===== src/rtl/pdp8_bin_loader_if.sv =====
// Tape byte stream and RAM write/read port of the PDP-8 BIN loader.
// master = loader side, slave = tape source / RAM side.
interface pdp8_bin_loader_if;
   logic        in_valid;
   logic [7:0]  in_data;
   logic        in_ready;
   logic [14:0] ram_addr;
   logic [11:0] ram_data_out;
   logic        ram_wr;
   logic        ram_rd;
   logic [11:0] ram_data_in;

   modport master (
      input  in_valid, in_data, ram_data_in,
      output in_ready, ram_addr, ram_data_out, ram_wr, ram_rd
   );

   modport slave (
      output in_valid, in_data, ram_data_in,
      input  in_ready, ram_addr, ram_data_out, ram_wr, ram_rd
   );
endinterface


===== src/rtl/pdp8_bin_loader.sv =====
// PDP-8 BIN paper-tape loader: decodes the tape into RAM, checks the checksum, then releases the CPU.
// Define PDP8_LOADER_VERIFY_EN to read back and compare every written word.
module pdp8_bin_loader #(
   parameter int          LEADER_MIN = 8,
   parameter logic [11:0] START_PC   = 12'o0200
) (
   input  logic                      clk,
   input  logic                      reset,
   pdp8_bin_loader_if.master         bus,
   output logic                      cpu_reset,
   output logic [11:0]               start_pc,
   output logic [2:0]                start_if,
   output logic                      done,
   output logic                      cksum_err,
   output logic                      fmt_err,
   output logic                      verify_err
);

   typedef enum logic [3:0] {
      S_LEADER, S_SYNC, S_HI, S_LO, S_WR, S_RD, S_CMP, S_CHECK, S_DONE, S_ERR
   } state_t;

   state_t      state_q;
   logic [7:0]  lcnt_q;
   logic [2:0]  field_q;
   logic [11:0] addr_q;
   logic [11:0] sum_q;
   logic [6:0]  hi_q;
   logic        pend_vld_q;
   logic        pend_data_q;
   logic [6:0]  pend_hi_q;
   logic [6:0]  pend_lo_q;
   logic [11:0] pend_val_q;
   logic [14:0] pend_tgt_q;
   logic [14:0] wr_addr_q;
   logic [11:0] wr_data_q;
   logic [2:0]  start_if_q;
   logic        cpu_reset_q;
   logic        done_q;
   logic        cksum_err_q;
   logic        fmt_err_q;
   logic        verify_err_q;

   logic        take;
   logic        is_lead;
   logic        is_field;
   logic        is_frame;
   logic [11:0] word_d;
   logic [11:0] sum_d;

   assign is_lead  = (bus.in_data == 8'o200);
   assign is_field = (bus.in_data[7:6] == 2'b11);
   assign is_frame = ~bus.in_data[7];
   assign take     = bus.in_valid & bus.in_ready;
   assign word_d   = {hi_q[5:0], bus.in_data[5:0]};
   // The checksum covers the raw 7-bit frame values, including the class bit.
   assign sum_d    = sum_q + {5'd0, pend_hi_q} + {5'd0, pend_lo_q};

   always_ff @(posedge clk) begin
      if (reset) begin
         state_q      <= S_LEADER;
         lcnt_q       <= '0;
         field_q      <= '0;
         addr_q       <= '0;
         sum_q        <= '0;
         pend_vld_q   <= 1'b0;
         wr_addr_q    <= '0;
         wr_data_q    <= '0;
         start_if_q   <= '0;
         cpu_reset_q  <= 1'b1;
         done_q       <= 1'b0;
         cksum_err_q  <= 1'b0;
         fmt_err_q    <= 1'b0;
         verify_err_q <= 1'b0;
      end else begin
         case (state_q)
            S_LEADER: if (take) begin
               if (!is_lead) begin
                  lcnt_q <= '0;
               end else if (lcnt_q == 8'(LEADER_MIN - 1)) begin
                  lcnt_q  <= '0;
                  state_q <= S_SYNC;
               end else begin
                  lcnt_q <= lcnt_q + 8'd1;
               end
            end
            S_SYNC, S_HI: if (take) begin
               if (is_lead) begin
                  if (state_q == S_HI) state_q <= S_CHECK;
               end else if (is_field) begin
                  field_q <= bus.in_data[5:3];
               end else if (is_frame) begin
                  hi_q    <= bus.in_data[6:0];
                  state_q <= S_LO;
               end
            end
            S_LO: if (take) begin
               if (is_frame) begin
                  state_q <= S_HI;
                  // Writes lag one word so the final (checksum) word is never stored.
                  if (pend_vld_q) begin
                     sum_q <= sum_d;
                     if (pend_data_q) begin
                        wr_addr_q <= pend_tgt_q;
                        wr_data_q <= pend_val_q;
                        state_q   <= S_WR;
                     end
                  end
                  if (hi_q[6]) begin
                     addr_q     <= word_d;
                     start_if_q <= field_q;
                  end else begin
                     pend_tgt_q <= {field_q, addr_q};
                     addr_q     <= addr_q + 12'd1;
                  end
                  pend_vld_q  <= 1'b1;
                  pend_data_q <= ~hi_q[6];
                  pend_hi_q   <= hi_q;
                  pend_lo_q   <= bus.in_data[6:0];
                  pend_val_q  <= word_d;
               end else begin
                  fmt_err_q <= 1'b1;
                  done_q    <= 1'b1;
                  state_q   <= S_ERR;
               end
            end
`ifdef PDP8_LOADER_VERIFY_EN
            S_WR:  state_q <= S_RD;
            S_RD:  state_q <= S_CMP;
            S_CMP: begin
               if (bus.ram_data_in != wr_data_q) begin
                  verify_err_q <= 1'b1;
                  done_q       <= 1'b1;
                  state_q      <= S_ERR;
               end else begin
                  state_q <= S_HI;
               end
            end
`else
            S_WR:  state_q <= S_HI;
`endif
            S_CHECK: begin
               done_q  <= 1'b1;
               state_q <= S_DONE;
               if (!pend_vld_q)                 fmt_err_q   <= 1'b1;
               else if (pend_val_q == sum_q)    cpu_reset_q <= 1'b0;
               else                             cksum_err_q <= 1'b1;
            end
            default: ;
         endcase
      end
   end

   assign bus.in_ready = ~reset & ((state_q == S_LEADER) || (state_q == S_SYNC) ||
                                   (state_q == S_HI)     || (state_q == S_LO));
   assign bus.ram_addr     = wr_addr_q;
   assign bus.ram_data_out = wr_data_q;
   assign bus.ram_wr       = (state_q == S_WR);

`ifdef PDP8_LOADER_VERIFY_EN
   assign bus.ram_rd = (state_q == S_RD);
   assign verify_err = verify_err_q;
`else
   logic unused_rd_data;
   logic unused_verify_q;
   assign unused_rd_data  = ^bus.ram_data_in;
   assign unused_verify_q = verify_err_q;
   assign bus.ram_rd      = 1'b0;
   assign verify_err      = 1'b0;
`endif

   assign cpu_reset = cpu_reset_q;
   assign start_pc  = START_PC;
   assign start_if  = start_if_q;
   assign done      = done_q;
   assign cksum_err = cksum_err_q;
   assign fmt_err   = fmt_err_q;

endmodule


===== src/flat_wrapper.sv =====
// flat-port wrapper written by rule: the top's interface ports become plain ports
module pdp8_bin_loader_flat 
#(
   parameter int          LEADER_MIN = 8,
   parameter logic [11:0] START_PC   = 12'o0200
)
  (clk, reset, cpu_reset, start_pc, start_if, done, cksum_err, fmt_err, verify_err, bus_in_valid, bus_in_data, bus_ram_data_in, bus_in_ready, bus_ram_addr, bus_ram_data_out, bus_ram_wr, bus_ram_rd);
  pdp8_bin_loader_if bus_i ();
  input  logic clk;
  input  logic reset;
  output logic cpu_reset;
  output logic [11:0] start_pc;
  output logic [2:0] start_if;
  output logic done;
  output logic cksum_err;
  output logic fmt_err;
  output logic verify_err;
  input wire logic [$bits(bus_i.in_valid)-1:0] bus_in_valid;
  input wire logic [$bits(bus_i.in_data)-1:0] bus_in_data;
  input wire logic [$bits(bus_i.ram_data_in)-1:0] bus_ram_data_in;
  output wire logic [$bits(bus_i.in_ready)-1:0] bus_in_ready;
  output wire logic [$bits(bus_i.ram_addr)-1:0] bus_ram_addr;
  output wire logic [$bits(bus_i.ram_data_out)-1:0] bus_ram_data_out;
  output wire logic [$bits(bus_i.ram_wr)-1:0] bus_ram_wr;
  output wire logic [$bits(bus_i.ram_rd)-1:0] bus_ram_rd;
  assign bus_i.in_valid = bus_in_valid;
  assign bus_i.in_data = bus_in_data;
  assign bus_i.ram_data_in = bus_ram_data_in;
  assign bus_in_ready = bus_i.in_ready;
  assign bus_ram_addr = bus_i.ram_addr;
  assign bus_ram_data_out = bus_i.ram_data_out;
  assign bus_ram_wr = bus_i.ram_wr;
  assign bus_ram_rd = bus_i.ram_rd;
  pdp8_bin_loader #(.LEADER_MIN(LEADER_MIN), .START_PC(START_PC)) u_core (.clk(clk), .reset(reset), .bus(bus_i), .cpu_reset(cpu_reset), .start_pc(start_pc), .start_if(start_if), .done(done), .cksum_err(cksum_err), .fmt_err(fmt_err), .verify_err(verify_err));
endmodule

===== config.mk =====
export PLATFORM = sky130hd
export DESIGN_NAME = pdp8_bin_loader_flat
export DESIGN_NICKNAME = d
export VERILOG_FILES = /design/src/rtl/pdp8_bin_loader_if.sv /design/src/rtl/pdp8_bin_loader.sv /design/src/flat_wrapper.sv
export SDC_FILE = /design/constraint.sdc
export NUM_CORES = 1
export LEC_CHECK = 0
export CORE_AREA = 2 2 133 135
export CTS_CLUSTER_DIAMETER = 30
export DETAILED_ROUTE_END_ITERATION = 12
export DIE_AREA = 0 0 135 137
export SLEW_MARGIN = 0
export SYNTH_ARGS = -nofsm -noshare
export SYNTH_HDL_FRONTEND = slang
export SYNTH_SLANG_ARGS = --single-unit

===== constraint.sdc =====
create_clock -name clk -period 4.9 [get_ports clk]
set_input_delay 1.47 -clock clk [delete_from_list [all_inputs] [get_ports clk]]
set_output_delay 1.47 -clock clk [all_outputs]
set_load 0.01 [all_outputs]

# Yosys cells after proc, flatten, opt, wreduce, memory -nomap -nowiden
# Index checks and enable logic that the tools add are counted.
[op_classes]
n_reduce_logical = 21
n_eq_ne = 19
addsub = 4
bitwise = 8
n_mux = 21
[op_table]
columns = ["operator", "count"]
rows = [
  ["two-way mux 4 bit", 11],
  ["adder 12 x 7 -> 12 bit", 2],
  ["one-hot mux 4 bit (5 select lines)", 1],
  ["AND reduction 4 bit", 5],
  ["two-way mux 8 bit", 2],
  ["adder 12 x 1 -> 12 bit, second input constant", 1],
  ["equality test 12 bit", 1],
  ["two-way mux 12 bit", 1],
  ["AND reduction 3 bit", 4],
  ["!= test 2 x 1 -> 1 bit, second input constant", 5],
  ["AND reduction 5 bit", 2],
  ["AND reduction 9 bit", 1],
  ["adder 8 x 1 -> 8 bit, second input constant", 1],
  ["equality test 4 x 2 -> 1 bit, second input constant", 2],
  ["equality test 4 x 3 -> 1 bit, second input constant", 2],
  ["equality test 8 x 3 -> 1 bit, second input constant", 1],
  ["equality test 8 bit, second input constant", 1],
  ["!= test 3 x 2 -> 1 bit, second input constant", 2],
  ["NOT 1 bit", 6],
  ["AND reduction 6 bit", 1],
  ["nonzero test 5 bit", 1],
  ["equality test 4 x 1 -> 1 bit, second input constant", 1],
  ["logical NOT 4 bit", 1],
  ["!= test 2 bit, second input constant", 2],
  ["10 further kinds", 16],
]
[word_totals]
elab_cells = 92
regBits = 123

# Logic depth before layout (Yosys ltp)
[depth]
ltp_word = 8
depth_mapped = 10
mapped_depth_nobuf = 10

# Worst setup path after synthesis
# OpenSTA, ideal clock, no wires.
[synth_timing]
path_type = "input to register"
start = "input reset"
end = "register u_core.pend_tgt_q[0] (enable)"
stages = 5
required_ns = 4.514
path_slack_ns = 1.171
arrival_ns = 3.342
cell_sequence = "or4b_1 -> buf_2 -> or3_1 -> clkbuf_1 -> nor2_1"
[synth_between]
elab_chain_len = 4
[synth_lines]
columns = ["element", "line", "source"]
rows = [
  ["start: declaration", "flat_wrapper.sv:10", "input logic reset;"],
  ["NOT 1 bit (no line) (*)", "n/a", ""],
  ["AND 1 bit", "pdp8_bin_loader.sv:154", "assign bus.in_ready = ~reset & ((state_q == S_LEADER) || (state_q == S_SYNC) ||"],
  ["AND 1 bit", "pdp8_bin_loader.sv:54", "assign take = bus.in_valid & bus.in_ready;"],
  ["AND reduction 5 bit (no line) (*)", "n/a", ""],
  ["end signal: assignment", "pdp8_bin_loader.sv:113", "pend_tgt_q <= {field_q, addr_q};"],
  ["end: declaration", "pdp8_bin_loader.sv:34", "logic [14:0] pend_tgt_q;"],
]
# Mark *: on every way between the ends. The rest lies on a longest branch, timed or not.
# A chain may end at the register's enable or synchronous reset.

# Worst setup path in the final report
[layout_timing]
start = "input bus_in_valid"
end = "register u_core.addr_q[2]"
[layout_between]
elab_chain_len = 2
[layout_lines]
columns = ["element", "line", "source"]
rows = [
  ["start: declaration", "flat_wrapper.sv:18", "input wire logic [$bits(bus_i.in_valid)-1:0] bus_in_valid;"],
  ["AND 1 bit", "pdp8_bin_loader.sv:54", ""],
  ["AND reduction 3 bit (no line)", "n/a", ""],
  ["end signal: assignment", "pdp8_bin_loader.sv:110", "addr_q <= word_d;"],
  ["end signal: assignment", "pdp8_bin_loader.sv:114", "addr_q <= addr_q + 12'd1;"],
  ["end: declaration", "pdp8_bin_loader.sv:26", "logic [11:0] addr_q;"],
]
# Every way passes these cells.

==> key figures <==
Min path
  – Worst Hold Class: reg2reg
  – Hold path cells: 0

Setup path
  – CP endpoint: u_core.addr_q[2]$_SDFFE_PP0P_
  – Critical Path RT: a little over 5 ns
  – Flop2flop setup slack: 2.11 ns
  – Crit path capture type: register
  – RR Endpoint: u_core.sum_q[9]$_SDFFE_PP0P_
  – Worst path bufs/invs: 3
  – R2R depth: 8
  – CP top delay family: buffers and inverters
  – Crit. Startpoint: bus_in_valid
  – Maximum fanout along the worst path: 33
  – Critical Setup Path Class: in2reg
  – Startpoint types: input port
  – Crit-path max cell delay: 0.59 ns
  – Worst EP arrival: between 4 and 5 ns
  – Crit path cell chain: clkdlybuf4s50_1 -> or4b_1 -> or3_1 -> buf_4 -> inv_2 -> o21ai_0 -> a2bb2oi_1 -> nor2_1
  – CP Depth: 8
  – Slowest stage cell on the critical path: or4b_1
  – R2R Path Start: u_core.pend_val_q[1]$_DFFE_PP_

Logic synthesis
  – Cells after Synth: 533
  – Main synth FF type: dfxtp_1
  – Syn avg cell area: 9.50 sq um
  – Yosys warning count: 0
  – Ys async rst share: 0%
  – Sequential element share of the synthesized area: approximately half
  – Synth cell types: 52
  – Post-synth EDFFs: 37
  – Area of the mapped netlist: about 0.0051 sq mm
  – #FFs+latches synth: about 110

Power and ir drop
  – Leak: between 2 and 2.5 nW
  – Clock power share: 42.8%
  – Post-layout total power: between 1.5 and 2 mW
  – Gate power share: under 10%
  – Switching share of power: 20.5%
  – Sequential group share of total power: 54.8%
  – NetSw: roughly 350 uW
  – Peak VDD IR: between 0.2 and 0.25 mV
  – Power Density: 289 mW/mm^2
  – Int Pwr: 1.37 mW

Timing
  – Worst hold slack: ~0.45 ns
  – Setup total negative slack: 0 ns
  – Final setup viols: 0
  – Worst-Margin Slew: ~1 ns
  – Max Fclk: 262 MHz
  – Slew Limit Headroom: 33.9%
  – Final period util: 77.7%
  – Max-slew violations: 0
  – Clock Skew: between 0.009 and 0.01 ns
  – Final Hold Viols: 0
  – Tmin final: around 3.8 ns
  – RSZ-0062 raised after global routing: no

CTS
  – Clock buffer depth: 2
  – Htree depth: 3
  – Setup Fix Bufs, Post-CTS: 0
  – Hold_buf cts: 0
  – Clk slew on worst S/H paths: 0.07 ns
  – # clock sinks: 111
  – Clock Tree Root: clkbuf_16
  – CTS tree: yes
  – TritonCTS buffer count: 9
  – # resized after CTS: 0
  – Clock latency on the worst-skew pair: around 0.35 ns

Global routing
  – Largest net degree at the start of global routing: 42
  – Total GRT Usage: 12.8%
  – Initial antenna violation count: 0
  – First-pass GRT wire length: 18400 um
  – Congestion Overflow GR: 0
  – Number of global-route vias before repair: 3644

Route
  – Final antenna-violating net count: 0
  – Final WL: 11400 um
  – 1st-pass router iterations: 5
  – 1st-iter DRT viols: 180
  – WL per Instance: roughly 14 um
  – Drt drc: 0
  – Routed vias/inst: 4.87
  – Via Count: 3878

Layout
  – Nets: 606
  – Layout cell share with drive strength beyond 1: 4.90%
  – Syn-to-layout area delta: 18.0%
  – Antenna diode count: 0
  – Register area: 0.00259 sq mm
  – Number of fill cells in the layout: between 1500 and 2000
  – Area of the multi-input gates: between 0.002 and 0.0025 sq mm

Floorplanning
  – Initial Utilization: 29.7%
  – I/O pins: 73
  – FP Rows: 48
  – Core area: 0.0171 sq mm
  – Die area: 0.0185 sq mm
  – Die Height: roughly 140 um
  – Die Wd: 135 um

Placement
  – Port bufs: 46
  – Dpl hpwl: 8260 um
  – Placer congestion estimate: 0.822

Run status
  – Status: finished clean

Job
  – Max_cap viols: 0
==> registers in the layout, summed over array words and instances, names as in the netlist, 7 cells and up <==
| name | cells |
|---|---|
| u_core.bus.ram_data_out | 12 |
| u_core.bus.ram_addr | 15 |
| u_core.lcnt_q | 8 |
| u_core.pend_tgt_q | 15 |
| u_core.pend_val_q | 11 |
| u_core.sum_q | 12 |
| u_core.hi_q | 7 |
| u_core.addr_q | 12 |
==> Yosys cell counts (2+ instances only) <==
cell	count	share of area (%)
mux2i_1	5	0.99
buf_4	14	2.1
nor3b_1	4	0.59
nor3_1	13	1.3
a21oi_1	54	5.3
o41ai_1	4	0.69
buf_2	7	0.69
nand4b_1	3	0.52
nor2_1	40	3.0
inv_1	9	0.67
a21o_1	3	0.44
or3_1	3	0.37
nor4_1	5	0.62
fa_1	8	3.2
dfxtp_1	74	29
a22oi_1	2	0.30
ha_1	9	2.2
nor4b_1	2	0.35
edfxtp_1	37	22
nand3b_1	4	0.59
conb_1	2	0.15
xnor2_1	6	1.0
o21bai_1	4	0.59
nand3_1	14	1.4
a211oi_1	8	1.2
or4_1	4	0.59
a31oi_1	8	0.99
and3_1	6	0.74
nand2b_1	7	0.87
clkbuf_1	23	1.7
nand2_1	86	6.4
and2_1	3	0.37
o21ai_0	21	2.1
o31ai_1	3	0.44
xor2_1	19	3.3
nand4_1	3	0.37
==> cell usage in the layout, fill, tap and decap left out, types with 2 or more instances in the layout <==
| cell type | synthesis | layout |
|---|---|---|
| dfxtp_1 | 74 | 74 |
| fa_1 | 8 | 8 |
| or4_1 | 4 | 4 |
| a21oi_1 | 54 | 54 |
| a211oi_1 | 8 | 8 |
| mux2i_1 | 5 | 5 |
| nor3_1 | 13 | 13 |
| a22oi_1 | 2 | 2 |
| or3_1 | 3 | 3 |
| edfxtp_1 | 37 | 37 |
| nor4b_1 | 2 | 2 |
| and3_1 | 6 | 6 |
| o21ai_0 | 21 | 21 |
| nand3b_1 | 4 | 4 |
| nand2b_1 | 7 | 7 |
| nand2_1 | 86 | 86 |
| nor3b_1 | 4 | 4 |
| clkbuf_1 | 23 | 2 |
| o41ai_1 | 4 | 4 |
| nand4b_1 | 3 | 3 |
| o21bai_1 | 4 | 4 |
| xnor2_1 | 6 | 6 |
| nor4_1 | 5 | 5 |
| o31ai_1 | 3 | 3 |
| nand4_1 | 3 | 3 |
| buf_4 | 14 | 9 |
| nor2_1 | 40 | 40 |
| clkbuf_16 | 0 | 9 |
| ha_1 | 9 | 9 |
| conb_1 | 2 | 14 |
| inv_1 | 9 | 9 |
| xor2_1 | 19 | 19 |
| and2_1 | 3 | 3 |
| a31oi_1 | 8 | 8 |
| clkinv_4 | 0 | 2 |
| nand3_1 | 14 | 14 |
| a21o_1 | 3 | 3 |
| clkdlybuf4s50_1 | 0 | 45 |
==> worst min-delay path by stage <==
stage | to | slack, ns | startpoint
2_1_floorplan | u_core.pend_tgt_q[2]$_DFFE_PP_ | 0.41 | u_core.addr_q[2]$_SDFFE_PP0P_
4_1_cts | u_core.pend_tgt_q[11]$_DFFE_PP_ | 0.45 | u_core.addr_q[11]$_SDFFE_PP0P_
5_1_grt | u_core.pend_tgt_q[11]$_DFFE_PP_ | 0.47 | u_core.addr_q[11]$_SDFFE_PP0P_
3_5_place_dp | u_core.pend_tgt_q[11]$_DFFE_PP_ | 0.43 | u_core.addr_q[11]$_SDFFE_PP0P_
6_report | u_core.pend_tgt_q[11]$_DFFE_PP_ | 0.45 | u_core.addr_q[11]$_SDFFE_PP0P_
3_3_place_gp | u_core.pend_tgt_q[11]$_DFFE_PP_ | 0.44 | u_core.addr_q[11]$_SDFFE_PP0P_
==> stage by stage <==
stage	setup slack [ns]	area [sq um]	instances	utilization, %
floorplan	1.17	5110	545	-
global placement	0.785	5670	780	33.3
detailed placement	0.711	5670	780	33.3
CTS	1.08	5970	796	35.0
global route	0.898	5970	796	35.0
finish	1.09	5970	796	35.0
==> power groups by stage <==
stage | clock (mW) | combinational [mW] | sequential (mW)
after floorplan | 0 | 0.0306 | 0.967
after global placement | 0 | 0.0409 | 0.967
after detailed placement | 0 | 0.0419 | 0.967
after CTS | 0.761 | 0.0419 | 0.946
after global routing | 0.793 | 0.0463 | 0.946
final | 0.739 | 0.0421 | 0.946
==> area by class of cell <==
type | count | area share [%]
flip-flops and latches | 111 | 43.4
repair buffers | 55 | 8.76
clock buffers | 12 | 4.13
multi-input cells | 379 | 37.5
inverters | 10 | 0.628
clock inverters | 4 | 0.901
well taps | 225 | 4.71
==> logic make-up (layout without fill, tap and decap cells) <==
kind of cell               Yosys count  count (layout)  synth area share (%)
buffers and inverters               55              81                  5.44
other                                2              14                 0.148
xor gates and xnor gates            25              25                  4.33
AOI/OAI and AO/OA                  115             115                  13.5
adders and majority gates           17              17                  5.39
DFF                                111             111                  51.2
muxes                                5               5                 0.989
and+or+nand+nor                    203             203                  19.0
==> metal layers <==
layer  track usage (%)  vias to the layer above  routed length, um
met4              4.17                        0                176
met2              20.3                      102               5370
met3              3.70                       10                604
met5                 0                        -                  0
li1                  -                     1905                  -
met1              16.7                     1861               5260
No activity file was read; power rests on OpenSTA's default activity.
